## src/rtl/writeback_ledger_if.sv

```systemverilog
// writeback_ledger_if: alloc / writeback / flush / retire bundle
// between rename, execution units and the ledger.
interface writeback_ledger_if #(
  parameter int DEPTH = 8,
  parameter int TAG_W = 5,
  parameter int NR_W  = 4
);
  localparam int IW = $clog2(DEPTH);

  logic             alloc_valid;
  logic [TAG_W-1:0] alloc_tag;
  logic [NR_W-1:0]  alloc_nr;
  logic             alloc_ready;
  logic [IW-1:0]    alloc_idx;
  logic             wb_valid;
  logic [IW-1:0]    wb_idx;
  logic             flush;
  logic             retire_valid;
  logic [TAG_W-1:0] retire_tag;
  logic [NR_W-1:0]  retire_nr;
  logic [IW:0]      count;
  logic             empty;

  modport master (
    output alloc_valid, alloc_tag, alloc_nr,
    output wb_valid, wb_idx, flush,
    input  alloc_ready, alloc_idx,
    input  retire_valid, retire_tag, retire_nr,
    input  count, empty
  );

  modport slave (
    input  alloc_valid, alloc_tag, alloc_nr,
    input  wb_valid, wb_idx, flush,
    output alloc_ready, alloc_idx,
    output retire_valid, retire_tag, retire_nr,
    output count, empty
  );
endinterface

```

## src/rtl/writeback_ledger.sv

```systemverilog
// writeback_ledger: in-order tag release ledger for the renamer.
// Optional LEDGER_BYPASS_EN: a wb hitting the head retires same edge.
module writeback_ledger #(
  parameter int DEPTH = 8,
  parameter int TAG_W = 5,
  parameter int NR_W  = 4
) (
  input logic               clk,
  input logic               rst,
  writeback_ledger_if.slave bus
);
  localparam int IW = $clog2(DEPTH);

  logic [IW:0]      head;
  logic [IW:0]      tail;
  logic [IW:0]      cnt;
  logic [DEPTH-1:0] vld;
  logic [DEPTH-1:0] dne;
  logic [TAG_W-1:0] tag_q [DEPTH];
  logic [NR_W-1:0]  nr_q  [DEPTH];

  logic             rv_q;
  logic [TAG_W-1:0] rtag_q;
  logic [NR_W-1:0]  rnr_q;

  logic [IW-1:0] hidx;
  logic [IW-1:0] tidx;
  logic          rdy;
  logic          do_alloc;
  logic          do_wb;
  logic          rt_norm;
  logic          rt_byp;
  logic          do_ret;

  // Pointer arithmetic, handshake and retire decisions.
  always_comb begin
    hidx     = head[IW-1:0];
    tidx     = tail[IW-1:0];
    cnt      = tail - head;
    rdy      = (cnt != (IW+1)'(DEPTH));
    do_alloc = bus.alloc_valid && rdy;
    do_wb    = bus.wb_valid && vld[bus.wb_idx];
    rt_norm  = vld[hidx] && dne[hidx];
`ifdef LEDGER_BYPASS_EN
    rt_byp   = !rt_norm && vld[hidx] &&
               bus.wb_valid && (bus.wb_idx == hidx);
`else
    rt_byp   = 1'b0;
`endif
    do_ret   = rt_norm || rt_byp;
  end

  // Output drive from registered state.
  always_comb begin
    bus.alloc_ready  = rdy;
    bus.alloc_idx    = tidx;
    bus.count        = cnt;
    bus.empty        = (cnt == '0);
    bus.retire_valid = rv_q;
    bus.retire_tag   = rtag_q;
    bus.retire_nr    = rnr_q;
  end

  // Pointers, entry flags and the retire pulse.
  always_ff @(posedge clk) begin
    if (rst) begin
      head   <= '0;
      tail   <= '0;
      vld    <= '0;
      dne    <= '0;
      rv_q   <= 1'b0;
      rtag_q <= '0;
      rnr_q  <= '0;
    end else if (bus.flush) begin
      head <= '0;
      tail <= '0;
      vld  <= '0;
      dne  <= '0;
      rv_q <= 1'b0;
    end else begin
      rv_q <= do_ret;
      if (do_ret) begin
        rtag_q <= tag_q[hidx];
        rnr_q  <= nr_q[hidx];
        head   <= head + 1'b1;
      end
      if (do_alloc)
        tail <= tail + 1'b1;
      for (int i = 0; i < DEPTH; i++) begin
        if (do_wb && bus.wb_idx == IW'(i))
          dne[i] <= 1'b1;
        if (do_alloc && tidx == IW'(i)) begin
          vld[i] <= 1'b1;
          dne[i] <= 1'b0;
        end
        if (do_ret && hidx == IW'(i)) begin
          vld[i] <= 1'b0;
          dne[i] <= 1'b0;
        end
      end
    end
  end

  // Payload storage, written on accepted alloc only.
  always_ff @(posedge clk) begin
    if (!rst && !bus.flush && do_alloc) begin
      tag_q[tidx] <= bus.alloc_tag;
      nr_q[tidx]  <= bus.alloc_nr;
    end
  end
endmodule

```

## src/flat_wrapper.sv

```systemverilog
// flat-port wrapper written by rule: the top's interface ports become plain ports
module writeback_ledger_flat 
#(
  parameter int DEPTH = 8,
  parameter int TAG_W = 5,
  parameter int NR_W  = 4
)
  (clk, rst, bus_alloc_valid, bus_alloc_tag, bus_alloc_nr, bus_wb_valid, bus_wb_idx, bus_flush, bus_alloc_ready, bus_alloc_idx, bus_retire_valid, bus_retire_tag, bus_retire_nr, bus_count, bus_empty);
  writeback_ledger_if #(.DEPTH(DEPTH), .TAG_W(TAG_W), .NR_W(NR_W)) bus_i ();
  input logic clk;
  input logic rst;
  input wire logic [$bits(bus_i.alloc_valid)-1:0] bus_alloc_valid;
  input wire logic [$bits(bus_i.alloc_tag)-1:0] bus_alloc_tag;
  input wire logic [$bits(bus_i.alloc_nr)-1:0] bus_alloc_nr;
  input wire logic [$bits(bus_i.wb_valid)-1:0] bus_wb_valid;
  input wire logic [$bits(bus_i.wb_idx)-1:0] bus_wb_idx;
  input wire logic [$bits(bus_i.flush)-1:0] bus_flush;
  output wire logic [$bits(bus_i.alloc_ready)-1:0] bus_alloc_ready;
  output wire logic [$bits(bus_i.alloc_idx)-1:0] bus_alloc_idx;
  output wire logic [$bits(bus_i.retire_valid)-1:0] bus_retire_valid;
  output wire logic [$bits(bus_i.retire_tag)-1:0] bus_retire_tag;
  output wire logic [$bits(bus_i.retire_nr)-1:0] bus_retire_nr;
  output wire logic [$bits(bus_i.count)-1:0] bus_count;
  output wire logic [$bits(bus_i.empty)-1:0] bus_empty;
  assign bus_i.alloc_valid = bus_alloc_valid;
  assign bus_i.alloc_tag = bus_alloc_tag;
  assign bus_i.alloc_nr = bus_alloc_nr;
  assign bus_i.wb_valid = bus_wb_valid;
  assign bus_i.wb_idx = bus_wb_idx;
  assign bus_i.flush = bus_flush;
  assign bus_alloc_ready = bus_i.alloc_ready;
  assign bus_alloc_idx = bus_i.alloc_idx;
  assign bus_retire_valid = bus_i.retire_valid;
  assign bus_retire_tag = bus_i.retire_tag;
  assign bus_retire_nr = bus_i.retire_nr;
  assign bus_count = bus_i.count;
  assign bus_empty = bus_i.empty;
  writeback_ledger #(.DEPTH(DEPTH), .TAG_W(TAG_W), .NR_W(NR_W)) u_core (.clk(clk), .rst(rst), .bus(bus_i));
endmodule
```

## config.mk

```make
export PLATFORM = sky130hd
export DESIGN_NAME = writeback_ledger_flat
export DESIGN_NICKNAME = d
export VERILOG_FILES = /design/src/rtl/writeback_ledger_if.sv /design/src/rtl/writeback_ledger.sv /design/src/flat_wrapper.sv
export SDC_FILE = /design/constraint.sdc
export NUM_CORES = 1
export LEC_CHECK = 0
export CAP_MARGIN = 0
export CORE_UTILIZATION = 52
export CTS_CLUSTER_SIZE = 30
export DETAILED_ROUTE_END_ITERATION = 10
export PLACE_DENSITY = 0.85
export SYNTH_ARGS = -nofsm -noshare
export SYNTH_HDL_FRONTEND = slang
export SYNTH_SLANG_ARGS = --single-unit
```

## constraint.sdc

```tcl
create_clock -name clk -period 3.5 [get_ports clk]
set_input_delay 0.525 -clock clk [delete_from_list [all_inputs] [get_ports clk]]
set_output_delay 0.525 -clock clk [all_outputs]
set_load 0.05 [all_outputs]
```

* Yosys cells after proc, flatten, opt, wreduce, memory -nomap -nowiden
Memory sizes are Yosys's and may differ from the RTL's. A register that Yosys moved wholly into a read port is not among the register bits. Index checks and enable logic that the tools add are counted.
Word-level totals: bits in read-only memories 0, register bits 25, latch bits 0, input port bits 17, output and inout bits 19, memories kept 2, word-level logic and storage cells 110, bits in writable memories 72
Memory list:
- u_core.tag_q | depth 8, width 5, read ports 1, clocked after Yosys merged registers in 1, write ports 1, RTL line writeback_ledger.sv:19 | logic [TAG_W-1:0] tag_q [DEPTH];
- u_core.nr_q | depth 8, width 4, read ports 1, clocked after Yosys merged registers in 1, write ports 1, RTL line writeback_ledger.sv:20 | logic [NR_W-1:0] nr_q [DEPTH];
Cells by class: bitwise operators 1, multipliers 0, add/sub/neg operators 3, div/mod/pow operators 0, order comparisons 2, multiplexer cells 8, shift operators 0, eq/ne operators 22, reductions and logical operators 53
Operators with widths (number):
- equality test 3 bit, second input constant | 12
- OR reduction 4 bit | 8
- logical AND 1 bit | 29
- OR reduction 3 bit | 8
- equality test 3 x 2 -> 1 bit, second input constant | 6
- binary-select mux 1 bit (select 3 bit) | 3
- equality test 3 x 1 -> 1 bit, second input constant | 3
- logical NOT 3 bit | 3
- adder 4 x 1 -> 4 bit, second input constant | 2
- < comparator 3 x 4 -> 1 bit, second input constant | 2
- 2-to-1 mux 1 bit | 5
- logical NOT 4 bit | 1
- != test 4 bit, second input constant | 1
- subtractor 4 bit | 1
- logical NOT 1 bit | 2
- AND reduction 2 bit | 1
- OR reduction 2 bit | 1
- inverter 1 bit | 1

* Logic depth before layout (Yosys ltp)
Gate-level depths: netlist of the first run.
word-level depth 6, gate-level depth with buffers 11, gate-level depth less buffers 10

* Worst setup path before layout of the first run
No wires, ideal clock.
path kind reg2reg, start register u_core.head[2], end memory u_core.nr_q[0][0] (enable), library setup time 0.399 ns, slack -0.861 ns, arrival 3.962 ns, path buffers 2, cell stages (with the launch flop) 11, clock period less this slack 4.361 ns, data required time 3.101 ns, cell sequence dfxtp_1 > inv_1 > clkbuf_1 > ha_1 > xor2_1 > nor3_1 > o21a_1 > inv_1 > buf_2 > nand2_1 > nor4_1
Between the ends: longest elaborated chain between the ends 6
RTL lines:
- start, declared | RTL line writeback_ledger.sv:14 | logic [IW:0] head;
- start signal, assigned | RTL line writeback_ledger.sv:85 | head <= head + 1'b1;
- subtractor 4 bit | RTL line writeback_ledger.sv:39 | cnt = tail - head;
- via bus_count[2] | RTL line flat_wrapper.sv:23 | output wire logic [$bits(bus_i.count)-1:0] bus_count;
- != test 4 bit | RTL line writeback_ledger.sv:40 | rdy = (cnt != (IW+1)'(DEPTH));
- via bus_alloc_ready | RTL line flat_wrapper.sv:18 | output wire logic [$bits(bus_i.alloc_ready)-1:0] bus_alloc_ready;
- logical AND 1 bit | RTL line writeback_ledger.sv:41 | do_alloc = bus.alloc_valid && rdy;
- logical AND 1 bit | RTL line writeback_ledger.sv:106 | if (!rst && !bus.flush && do_alloc) begin
- 2-to-1 mux 1 bit | RTL line writeback_ledger.sv:106
- 2-to-1 mux 1 bit (not written as such) | RTL line writeback_ledger.sv:108 | nr_q[tidx] <= bus.alloc_nr;
- end, declared | RTL line writeback_ledger.sv:20
The timed path passes the listed nets, and every way through them passes these cells.

* Final worst setup path of the first run
start register u_core.head[2], end output port bus_count[3]
Between the ends: longest elaborated chain between the ends 1
RTL lines (RTL line):
- subtractor 4 bit | writeback_ledger.sv:39
- end, declared | flat_wrapper.sv:23
No other way between the ends.

==> results of run 1 <==
cells by family (layout without fill, tap and decap cells):
kind of cell             Yosys count  count (layout)  share of synthesized area [%]
AO/OA/AOI/OAI                     62              62                          10.10
XOR/XNOR                           5               5                         0.9575
adder cells (fa/ha/maj)           16              16                          4.542
buffers and inverters             30              73                          3.119
flip-flops                       106             106                          62.16
multiplexers                      32              32                          12.75
AND/OR/NAND/NOR                   57              57                          6.375
metal layers:
| metal | GRT usage, % | up-vias |
|---|---|---|
| li1 | - | 1284 |
| met1 | 32.80 | 1404 |
| met2 | 34.29 | 125 |
| met3 | 3.476 | 17 |
| met4 | 8.582 | 0 |
| met5 | 0 | - |
metrics by stage:
| step | instance area [sq um] | hold WS (ns) | power (mW) | utilization [%] | worst slack (ns) |
|---|---|---|---|---|---|
| CTS | 5315 | 0.5341 | 2.208 | 63.41 | 0.1509 |
| floorplan | 4622 | 0.5069 | 1.447 | - | 0.01611 |
| detailed placement | 5125 | 0.5217 | 1.508 | 61.14 | 0.3490 |
| global route | 5316 | 0.5469 | 2.255 | 63.43 | 0.02112 |
| global placement | 5125 | 0.5179 | 1.504 | 61.14 | 0.5013 |
| finish | 5316 | 0.5311 | 2.198 | 63.43 | 0.1276 |
path summary, 6_finish.rpt:
kind / start / end / slack (ns) / cells past startpoint
max: u_core.head[2]$_SDFFE_PP0P_ / bus_count[3] / 0.13 / 6
min: u_core.bus.retire_nr[2]$_SDFFE_PP0P_ / u_core.bus.retire_nr[2]$_SDFFE_PP0P_ / 0.53 / 2
max reg2reg: u_core.tail[0]$_SDFFE_PP0P_ / u_core.dne[0]$_SDFFE_PP0P_ / 0.46 / 10
min reg2reg: u_core.bus.retire_nr[2]$_SDFFE_PP0P_ / u_core.bus.retire_nr[2]$_SDFFE_PP0P_ / 0.53 / 2
flip-flops by register name, indices dropped and copies added, names as in the netlist:
register                 flops
u_core.vld                   8
u_core.head                  4
u_core.bus.retire_tag        5
u_core.nr_q                 32
u_core.dne                   8
u_core.bus.retire_nr         4
u_core.tag_q                40
u_core.tail                  4
u_core.bus.retire_valid      1
worst max-delay path, delay by kind of cell (launching register included):
kind / cells / cell delay [ns]
fa+ha+maj: 1 / 0.45
buf+inv: 2 / 0.85
flops: 1 / 0.49
simple gates: 3 / 0.69
area by class of cell:
type	count	area (sq um)	area share [%]
inverters	11	41.29	0.7767
multi-input cells	172	1650	31.04
well taps	105	131.4	2.471
repair buffers	46	460.4	8.661
flip-flops and latches	106	2844	53.49
clock inverters	6	61.31	1.153
clock buffers	10	127.6	2.401
cell usage in the layout (no fill, tap or decap), types with 3 or more instances in the layout:
cell type	netlist	layout
a21oi_1	20	20
buf_4	5	12
nor3_2	0	3
a211o_1	5	5
a41oi_1	5	5
buf_12	0	3
nor2_1	9	9
nor3_1	9	6
nor2b_1	4	4
a311oi_1	3	3
inv_1	9	9
a311oi_2	6	6
a2111oi_0	3	3
clkdlybuf4s50_1	0	31
mux4_2	20	20
edfxtp_1	72	72
mux2i_1	11	11
clkbuf_8	0	9
a211oi_1	6	6
ha_1	15	15
nand2_1	14	14
dfxtp_1	34	33
a31oi_1	11	11
xnor2_1	4	4
and2_1	7	7
report_power, final:
part           switching [mW]  internal (mW)  total (mW)  leakage, nW
Clock                   0.440          0.277       0.717       0.0922
Combinational          0.0817         0.0510       0.133        0.713
Sequential            0.00682           1.34        1.35        0.923
Total                   0.528           1.67        2.20         1.73
what timing repair did:
item | CTS | global route
gates resized for setup | 1 | 1
endpoints found under the setup margin | 1 | 1
pin swaps | 0 | 0
==> reports/qor.yml, run 1 <==
status: "finished clean"
grt-ovfl-total: 0
path_cells: "inv_1, ha_1, nand3b_1, and3_1, or2_2, clkdlybuf4s50_1"
diodes: 0
clk_pin_slew_ns: 0.10
vias: 2830
hold_violations: 0
grt_max_degree: 24
fmax_mhz: 296.5
clock-sinks: 106
yosys.cell_count.top_type: "edfxtp_1"
drc_errors: 0
rsz0062_at_grt: "false"
syn_inst: 308
power_leakage_nw: 1.728
clock_latency_ns: 0.36
place.gp.congestion: 0.8496
cts-root-buf: "clkbuf_8"
grt_pass1_vias: 2771
cts_buffers: 9
maxCapViolCount: 0
drt_iter0_markers: 197
final_layout_size_suffix_gt1_share_pct: 19.66
routed-wl-met3_um: 699
wl_met1_mm: 4.142
tightest_slew_ns: 0.7712
critPathMaxStageDelay_ns: 0.70
crit_required_ns: 2.97
slew_headroom_pct: 48.31
syn_avg_cell_area_sq_um: 14.85
track_usage_pct: 22.50
die_w_um: 95.78
slew_violations: 0
cpMaxStageDelayCell: "clkdlybuf4s50_1"
top_layer_used: "met4"
synth_seq_cells: 106
wl_per_cell_um: 20.54
synth-edff-count: 72
ant_nets: 0
hold_path_class: "reg2reg"
yosys.area.top_type_share_pct: 47.28
crit_path_start_kind: "flop"
cts_tree: "done"
synthArstFlopShare_pct: 0
clk_path_buf_depth: 2
netlist_area_sq_mm: 0.004573
postCtsHoldBufs: 0
start_util_pct: 54.56
finalSetupTns_ns: 0
crit_path_end_kind: "output pin"
place_inst: 440
hpwlAfterDp_mm: 6.380
synth_area_leaders: "edfxtp_1 47%, dfxtp_1 15%, mux4_2 9.8%"
powerDensity_mw_per_mm2: 413.5
synth_top_flop_cell: "edfxtp_1"
fillers: 606
ir_worst_vdd_uv: 201.7
num_rows: 33
critPathArrivalTime_ns: 2.85
die-area_sq_mm: 0.009174
nets: 379
synth_top_area_cell: "edfxtp_1"
viasPerCell: 6.206
place.port_buffers: 35
skew_ns: 0.01398
dr_wl_met2_mm: 4.343
synthToLayoutAreaGrowth_pct: 16.25
cts_setup_buffers: 0
min_period_over_period_pct: 96.35
synth_nets: 341
wirelength_mm: 9.366
antenna_found_initial: 0
ys_types: 39
dr.pass1.iters: 5
h-tree-depth: 3
stdcell_count: 456
synth_top_cells_by_count: "72 x edfxtp_1, 34 x dfxtp_1, 20 x a21oi_1, 20 x mux4_2, 15 x ha_1"
crit_type: "reg2out"
die_height_um: 95.78
post-route-min-period_ns: 3.372
path_max_fanout: 5
core-area_sq_mm: 0.008382
boundaryPins: 36
final-setup-viol-count: 0
yosys_warnings: 0
grt_first_pass_wirelength_mm: 14.95
ys_seq_area_share_pct: 62.16
No activity file was read; power rests on OpenSTA's default activity.
==> run 2: changes to the inputs <==
--- a/config.mk
+++ b/config.mk
@@ -5,11 +5,12 @@
 export SDC_FILE = /design/constraint.sdc
 export NUM_CORES = 1
 export LEC_CHECK = 0
+export ABC_AREA = 1
 export CAP_MARGIN = 0
-export CORE_UTILIZATION = 52
+export CORE_UTILIZATION = 53
 export CTS_CLUSTER_SIZE = 30
 export DETAILED_ROUTE_END_ITERATION = 10
-export PLACE_DENSITY = 0.85
+export PLACE_DENSITY = 0.86
 export SYNTH_ARGS = -nofsm -noshare
 export SYNTH_HDL_FRONTEND = slang
 export SYNTH_SLANG_ARGS = --single-unit
==> reports/qor.yml, run 2 <==
hold_violations: 0
synthToLayoutAreaGrowth_pct: 12.45
post_cts_resized: 0
ys_seq_area_share_pct: 57.71
crit_type: "reg2out"
synthArstFlopShare_pct: 0
final_cell_mix: "108 x nand2_1, 96 x nor2_1, 72 x edfxtp_1"
violations: "design-rule violations"
ant_nets: 0
grt_first_pass_wirelength_mm: 18.02
place.gp.congestion: 0.9061
ff2ff_path_depth: 11
start_util_pct: 55.67
nets: 596
largest_reg_flops: 40
clock-sinks: 106
h-tree-depth: 3
yosys.area.top_type_share_pct: 43.89
num_rows: 34
die_w_um: 98.41
path_max_fanout: 10
cts_setup_buffers: 0
hold_depth: 2
crit_required_ns: 2.97
syn_inst: 533
place.port_buffers: 35
boundaryPins: 36
viasPerCell: 5.570
clk_path_buf_depth: 2
drt_iter0_markers: 272
wirelength_mm: 11.28
synth_seq_cells: 106
postCtsHoldBufs: 0
cts_buffers: 9
yosys.cell_count.top_type: "nand2_1"
antenna_found_initial: 0
clk_pin_slew_ns: 0.11
track_usage_pct: 24.86
netlist_area_sq_mm: 0.004926
hpwlAfterDp_mm: 7.963
routed-wl-met3_um: 934
powerDensity_mw_per_mm2: 406.8
top_layer_used: "met4"
wl_per_cell_um: 16.69
synth_nets: 566
min_period_over_period_pct: 92.46
status: "finished with violations"
rsz0062_at_grt: "false"
synth-edff-count: 72
crit_path_end_kind: "output pin"
wl_met1_mm: 4.909
crit_path_start_kind: "flop"
synth_top_cells_by_count: "108 x nand2_1, 96 x nor2_1, 72 x edfxtp_1, 53 x inv_1, 44 x o21ai_0"
skew_ns: 0.01334
synth_top_area_cell: "edfxtp_1"
ir_worst_vdd_uv: 266.5
reg_top3: "u_core.tag_q: 40 flops, u_core.nr_q: 32 flops"
critPathArrivalTime_ns: 2.71
dr.pass1.iters: 8
whs_ns: 0.4890
yosys_warnings: 0
power_leakage_nw: 2.168
fmax_mhz: 309.0
tightest_slew_ns: 0.7762
grt-ovfl-total: 0
die-area_sq_mm: 0.009684
finalSetupTns_ns: 0
cts_tree: "done"
slew_headroom_pct: 48.06
slew_violations: 0
final_common_cell: "nand2_1"
dr_wl_met2_mm: 5.184
syn_avg_cell_area_sq_um: 9.242
die_height_um: 98.41
vias: 3765
largest-register: "u_core.tag_q"
diodes: 0
synth_top_flop_cell: "edfxtp_1"
grt_max_degree: 44
synth_area_leaders: "edfxtp_1 44%, dfxtp_1 14%, nand2_1 8.2%"
final-setup-viol-count: 0
cts-root-buf: "clkbuf_8"
hold_path_class: "reg2reg"
ys_types: 32
core-area_sq_mm: 0.008848
grt_pass1_vias: 3533
maxCapViolCount: 0
drc_errors: 4
post-route-min-period_ns: 3.236
clock_latency_ns: 0.38
final_layout_size_suffix_gt1_share_pct: 7.042
run 2: cell count changes after synthesis, sizes merged, moves of 20 or more:
cell	previous run	this run
inv	10	54
mux4	20	0
nand2	14	109
nand3	0	20
nor2	9	100
o21ai	2	44
run 2: final cells by class:
cell class                      instances  area, sq um
Fill cell                             695         3309
Sequential cell                       106         2843
Multi-Input combinational cell        348         1740
Timing Repair Buffer                   43        422.9
Inverter                               55        206.4
Tap cell                              108        135.1
Clock buffer                            9        123.9
Clock inverter                          7        67.56
run 2: per-stage QoR:
stage          total power [mW]  utilization (%)  setup WS [ns]  std cells  cell area (sq um)
5_1_grt                   2.312            62.60      0.0006091        676               5539
3_3_place_gp              1.531            60.44         0.5278        660               5348
2_1_floorplan             1.463                -       0.005983        533               4926
4_1_cts                   2.255            62.60         0.2517        676               5539
3_5_place_dp              1.537            60.44         0.3338        660               5348
6_report                  2.253            62.60         0.2639        676               5539
run 2: report_power, final:
group | switching [mW] | internal [mW]
Sequential | 0.00675 | 1.34
Clock | 0.467 | 0.278
Combinational | 0.102 | 0.0560
run 2: path summary, 6_finish.rpt:
| kind | end | slack, ns | startpoint |
|---|---|---|---|
| setup / recovery | bus_alloc_ready | 0.26 | u_core.tail[0]$_SDFFE_PP0P_ |
| hold / removal | u_core.vld[6]$_SDFFE_PP0P_ | 0.49 | u_core.vld[6]$_SDFFE_PP0P_ |
| setup reg to reg | u_core.tag_q[6][3]$_DFFE_PP_ | 0.26 | u_core.tail[0]$_SDFFE_PP0P_ |
| hold reg to reg | u_core.vld[6]$_SDFFE_PP0P_ | 0.49 | u_core.vld[6]$_SDFFE_PP0P_ |
run 2: cells by family after synthesis:
| kind of cell | share of synthesized area, % |
|---|---|
| fa+ha+maj | 4.216 |
| flops | 57.71 |
| xor+xnor | 0.7113 |
| compound gates | 8.915 |
| buf+inv | 6.959 |
| simple gates | 21.49 |
run 2: critical path, stage by stage (launching register included):
cell     delay (ns)
dfxtp_1        0.47
inv_1          0.18
ha_1           0.24
inv_1          0.11
fa_1           0.44
or2_2          0.32
nor2_1         0.10
nand3_1        0.10
buf_4          0.18
buf_4          0.19
run 2: routing by layer:
metal	vias up	global-route usage, %
met2	165	39.71
li1	1809	-
met5	-	0
met4	0	7.807
met1	1766	33.22
met3	25	6.729
==> run 3: changes to the inputs <==
--- a/config.mk
+++ b/config.mk
@@ -8,6 +8,7 @@
 export ABC_AREA = 1
 export CAP_MARGIN = 0
 export CORE_UTILIZATION = 53
+export CTS_CLUSTER_DIAMETER = 60
 export CTS_CLUSTER_SIZE = 30
 export DETAILED_ROUTE_END_ITERATION = 10
 export PLACE_DENSITY = 0.86
==> results of run 3 <==
The final DEF is identical to that of run 2; final timing and power are the same.
